--- config.mk ---
export PLATFORM = sky130hd
export DESIGN_NAME = control_unit
export DESIGN_NICKNAME = d
export VERILOG_FILES = /design/src/rtl/control_unit.sv
export SDC_FILE = /design/constraint.sdc
export NUM_CORES = 1
export LEC_CHECK = 0
export CAP_MARGIN = 20
export CORE_MARGIN = 2
export CORE_UTILIZATION = 49
export CTS_CLUSTER_SIZE = 20
export DETAILED_ROUTE_END_ITERATION = 12
export PLACE_DENSITY_LB_ADDON = 0.25
export RECOVER_POWER = 50
export SLEW_MARGIN = 25
export SYNTH_ARGS = -nofsm -noshare
export SYNTH_HDL_FRONTEND = slang
export SYNTH_SLANG_ARGS = --single-unit
export TNS_END_PERCENT = 50
--- constraint.sdc ---
create_clock -name CLK -period 3 [get_ports CLK]
set_input_delay 0.45 -clock CLK [delete_from_list [all_inputs] [get_ports CLK]]
set_output_delay 0.45 -clock CLK [all_outputs]
set_load 0.005 [all_outputs]
--- src/rtl/control_unit.sv ---
// control_unit: FETCH/EXEC1/EXEC2/HALT sequencer for an accumulator CPU; define CONTROL_UNIT_LDX_EN to enable indexed LDX (opcode 9).
module control_unit #(
  parameter int OPCODE_W = 4,
  parameter int CNT_W    = 16
) (
  input  logic                CLK,
  input  logic                RESET_N,
  input  logic [OPCODE_W-1:0] IR_IN,
  input  logic                MEM_READY,
  input  logic                START,
  input  logic                EQ,
  input  logic                MI,
  output logic                FETCH,
  output logic                EXEC1,
  output logic                EXEC2,
  output logic                HALTED,
  output logic                IR_LOAD,
  output logic                EXTRA,
  output logic                Wren,
  output logic                MUX1,
  output logic                MUX3,
  output logic                MUX3_useAllBits,
  output logic                IDX_SEL,
  output logic                PC_sload,
  output logic                PC_cnt_en,
  output logic                ACC_EN,
  output logic                ACC_LOAD,
  output logic                ACC_SHIFTIN,
  output logic                ADDSUB,
  output logic                ILLEGAL,
  output logic [CNT_W-1:0]    INSTR_COUNT
);
  typedef enum logic [1:0] {S_FETCH, S_EXEC1, S_EXEC2, S_HALT} state_t;
  state_t              state_q, state_d;
  logic [OPCODE_W-1:0] ir_q, ir_d;
  logic [CNT_W-1:0]    cnt_q, cnt_d;
  logic [3:0]          op;
  logic                hi_bits, retire;
  logic                op_lda, op_sta, op_add, op_sub, op_jmp, op_jmi, op_jeq, op_stp, op_ldi, op_ldx, op_bad;
  assign op      = ir_q[3:0];
  assign hi_bits = (ir_q >> 4) != '0;
  assign op_lda  = !hi_bits && op == 4'd0;
  assign op_sta  = !hi_bits && op == 4'd1;
  assign op_add  = !hi_bits && op == 4'd2;
  assign op_sub  = !hi_bits && op == 4'd3;
  assign op_jmp  = !hi_bits && op == 4'd4;
  assign op_jmi  = !hi_bits && op == 4'd5;
  assign op_jeq  = !hi_bits && op == 4'd6;
  assign op_stp  = !hi_bits && op == 4'd7;
  assign op_ldi  = !hi_bits && op == 4'd8;
`ifdef CONTROL_UNIT_LDX_EN
  assign op_ldx  = !hi_bits && op == 4'd9;
`else
  assign op_ldx  = 1'b0;
`endif
  assign op_bad  = !(op_lda | op_sta | op_add | op_sub | op_jmp | op_jmi | op_jeq | op_stp | op_ldi | op_ldx);
  assign FETCH       = state_q == S_FETCH;
  assign EXEC1       = state_q == S_EXEC1;
  assign EXEC2       = state_q == S_EXEC2;
  assign HALTED      = state_q == S_HALT;
  assign ACC_SHIFTIN = 1'b0;
  assign INSTR_COUNT = cnt_q;
  always_comb begin
    state_d         = state_q;
    ir_d            = ir_q;
    IR_LOAD         = 1'b0;
    EXTRA           = 1'b0;
    Wren            = 1'b0;
    MUX1            = 1'b0;
    MUX3            = 1'b0;
    MUX3_useAllBits = 1'b0;
    IDX_SEL         = 1'b0;
    PC_sload        = 1'b0;
    PC_cnt_en       = 1'b0;
    ACC_EN          = 1'b0;
    ACC_LOAD        = 1'b0;
    ADDSUB          = 1'b0;
    ILLEGAL         = 1'b0;
    unique case (state_q)
      S_FETCH: begin
        IR_LOAD = MEM_READY & RESET_N;
        ir_d    = MEM_READY ? IR_IN : ir_q;
        state_d = MEM_READY ? S_EXEC1 : S_FETCH;
      end
      S_EXEC1: begin
        EXTRA     = op_lda | op_add | op_sub | op_ldx;
        MUX1      = op_lda | op_add | op_sub | op_ldx | op_sta;
        IDX_SEL   = op_ldx;
        Wren      = op_sta;
        PC_sload  = op_jmp | (op_jmi & MI) | (op_jeq & EQ);
        PC_cnt_en = op_sta | (op_jmi & !MI) | (op_jeq & !EQ) | op_ldi | op_bad;
        MUX3      = op_ldi;
        ACC_EN    = op_ldi;
        ACC_LOAD  = op_ldi;
        ILLEGAL   = op_bad;
        state_d   = EXTRA ? S_EXEC2 : op_stp ? S_HALT : S_FETCH;
      end
      S_EXEC2: begin
        MUX3            = op_lda | op_ldx;
        MUX3_useAllBits = op_lda | op_ldx;
        ACC_EN          = MEM_READY;
        ACC_LOAD        = MEM_READY;
        PC_cnt_en       = MEM_READY;
        ADDSUB          = op_add & MEM_READY;
        state_d         = MEM_READY ? S_FETCH : S_EXEC2;
      end
      S_HALT: state_d = START ? S_FETCH : S_HALT;
    endcase
  end
  // an instruction retires when it leaves EXEC1/EXEC2 for FETCH, or when STP parks in HALT
  assign retire = (state_d == S_FETCH && (state_q == S_EXEC1 || state_q == S_EXEC2)) ||
                  (state_d == S_HALT && state_q != S_HALT);
  assign cnt_d  = (retire && cnt_q != '1) ? cnt_q + CNT_W'(1) : cnt_q;
  always_ff @(posedge CLK or negedge RESET_N) begin
    if (!RESET_N) begin
      state_q <= S_FETCH;
      ir_q    <= '0;
      cnt_q   <= '0;
    end else begin
      state_q <= state_d;
      ir_q    <= ir_d;
      cnt_q   <= cnt_d;
    end
  end
endmodule
==> flow_metrics.tcl <==
set metrics [dict create \
    portBuffers 41 \
    power_density_mw_per_mm2 565 \
    maxSlewViolCount 0 \
    setup_viol 0 \
    critPathMaxFanout 6 \
    die_x_microns 57.2 \
    slew_headroom_pct 22.6 \
    cts_repair_resize_count 0 \
    core_sq_mm 0.00273 \
    nNetsFinal 198 \
    ctsRootBufferMaster "clkbuf_4" \
    fmax_mhz 381 \
    synth_edf_count 0 \
    synth_cells 143 \
    grt_pass1_vias 1038 \
    peakVddDrop_v 0.000502 \
    cts_made_buffers 3 \
    syn_avg_cell_area_sq_um 9.70 \
    area_growth_syn_to_layout_pct 30.2 \
    path_clk_slew_ps 110 \
    cp.arrival_ps 2170 \
    cp-end-kind "output port" \
    synth_top_area_share_pct 39.7 \
    ys_seq_area_share_pct 39.7 \
    period_share_pct 87.4 \
    finalHoldViolCount 0 \
    syn_area_sq_mm 0.00139 \
    wl_microns 2950 \
    synth_cell_types 34 \
    status "complete, no violations" \
    gr-usage-all-layers_pct 19.0 \
    start_util_pct 50.8 \
    fin_tns_setup_ps 0 \
    synthTopCellsByCount "dfrtp_1, nand3_1, xnor2_1, nand2_1, nor2_1" \
    post-cts-setup-buffer-count 0 \
    hpwl_microns 2290 \
    fin_skew_ps 4.83 \
    required_ps 2550 \
    rsz0062_at_grt "false" \
    max-cap-violations 0 \
    dieArea_sq_mm 0.00327 \
    cts_buffer_depth 2 \
    p_leak_uw 0.000750 \
    post_drt_wl_per_cell_microns 13.9 \
    vias_per_cell 5.46 \
    htree_levels 1 \
    grt_max_degree 23 \
    reg2reg_slack_ps 620 \
    holdBufCountCts 0 \
    drt-pass1-iter-count 5 \
    die_h_microns 57.2 \
    drtIter0Drc 42 \
    yosysTopAreaCell "dfrtp_1" \
    cts.sinks 22 \
    grt_pass1_wl_microns 4850 \
    drc 0 \
    yosys.cell_count.top_type "dfrtp_1" \
    grt_overflow 0 \
    antenna_found_initial 0 \
    pin_count 44 \
    ys_warn_count 0 \
    async_reset_ff_share_pct 100 \
    layout-drive-gt1-share_pct 8.24 \
    fin_cells 213 \
    critPathLaunchType "flip-flop" \
    detail-route-antenna-nets 0 \
    worst_hold_path_type "reg -> reg" \
    gp_congestion 0.795 \
    worstSetupPathType "reg -> out" \
    synth_area_leaders "dfrtp_1, xnor2_1, nand3_1" \
    rows 19 \
    ys_ff_latch 22 \
    min_period_ps 2620 \
    cts_tree "yes" \
    placed_cells 209 \
    clock_latency_ps 310 \
    vias 1163 \
    synth-main-ff-cell "dfrtp_1" \
    worstMarginPinSlew_ps 1160 \
    diodes 0 \
]
[path summary, 6_finish.rpt]
kind / startpoint / endpoint / cells past startpoint
max in group asynchronous: RESET_N / state_q[1] / 2
min reg2reg: INSTR_COUNT[6] / INSTR_COUNT[6] / 1
min in group asynchronous: RESET_N / state_q[0] / 2
min: INSTR_COUNT[6] / INSTR_COUNT[6] / 1
max reg2reg: state_q[0] / INSTR_COUNT[1] / 6
max: state_q[1] / EXTRA / 5
[per-stage QoR]
| stage | utilization [%] | cell area, sq um | worst slack [ps] | total power [uW] | hold WS [ps] |
|---|---|---|---|---|---|
| 3_3_place_gp | 65.7 | 1800 | 672 | 874 | 478 |
| 6_report | 66.1 | 1810 | 377 | 1020 | 498 |
| 3_5_place_dp | 65.7 | 1800 | 481 | 886 | 494 |
| 4_1_cts | 67.0 | 1830 | 449 | 1050 | 504 |
| 2_1_floorplan | - | 1390 | 1250 | 710 | 154 |
| 5_1_grt | 66.1 | 1810 | 262 | 1090 | 527 |
[routing by layer]
metal	up-vias	global-route usage, %	wire [microns]
li1	572	-	-
met1	557	25.9	1390
met2	29	29.9	1400
met3	5	5.22	134
met4	0	4.98	25
met5	-	0	0
[registers in the layout, indices dropped and copies added, names as in the netlist]
name         count
INSTR_COUNT     16
ir_q             4
state_q          2
[worst max-delay path: stages, from the launching register on]
cell             delay (ps)
dfrtp_1                 420
inv_1                    80
ha_1                    250
nand2b_1                230
nor3b_4                 320
clkdlybuf4s50_1         560
[layout make-up]
type	count	area, sq um
Clock buffer	4	36.3
Fill cell	231	927
Inverter	8	30.0
Multi-Input combinational cell	106	737
Sequential cell	22	551
Tap cell	31	38.8
Timing Repair Buffer	42	414
[placed cells by master, fill, tap and decap left out, types with 2 or more instances in the layout]
cell,n
a21boi_0,2
a21oi_1,3
and3_1,5
and4_1,2
clkbuf_4,3
clkdlybuf4s50_1,30
conb_1,2
dfrtp_1,22
dlygate4sd3_1,11
ha_1,5
inv_1,8
mux2_2,6
nand2_1,10
nand2b_1,6
nand3_1,15
nand4_1,6
nor2_1,9
nor3_1,5
nor4_1,4
xnor2_1,14
[report_power, final]
part	leakage, uW	internal, uW	switching [uW]
sequential	0.000286	355	90.0
clock	0.0000210	74.2	89.4
combinational	0.000444	224	188
[logic make-up after synthesis]
kind of cell	synth area share, %
DFF	39.7
and+or+nand+nor	27.8
other	0.270
muxes	4.87
buffers and inverters	5.95
xor gates and xnor gates	9.47
adders and majority gates	4.51
AOI/OAI and AO/OA	7.48
Note: power is estimated with default switching activity, not from simulation.
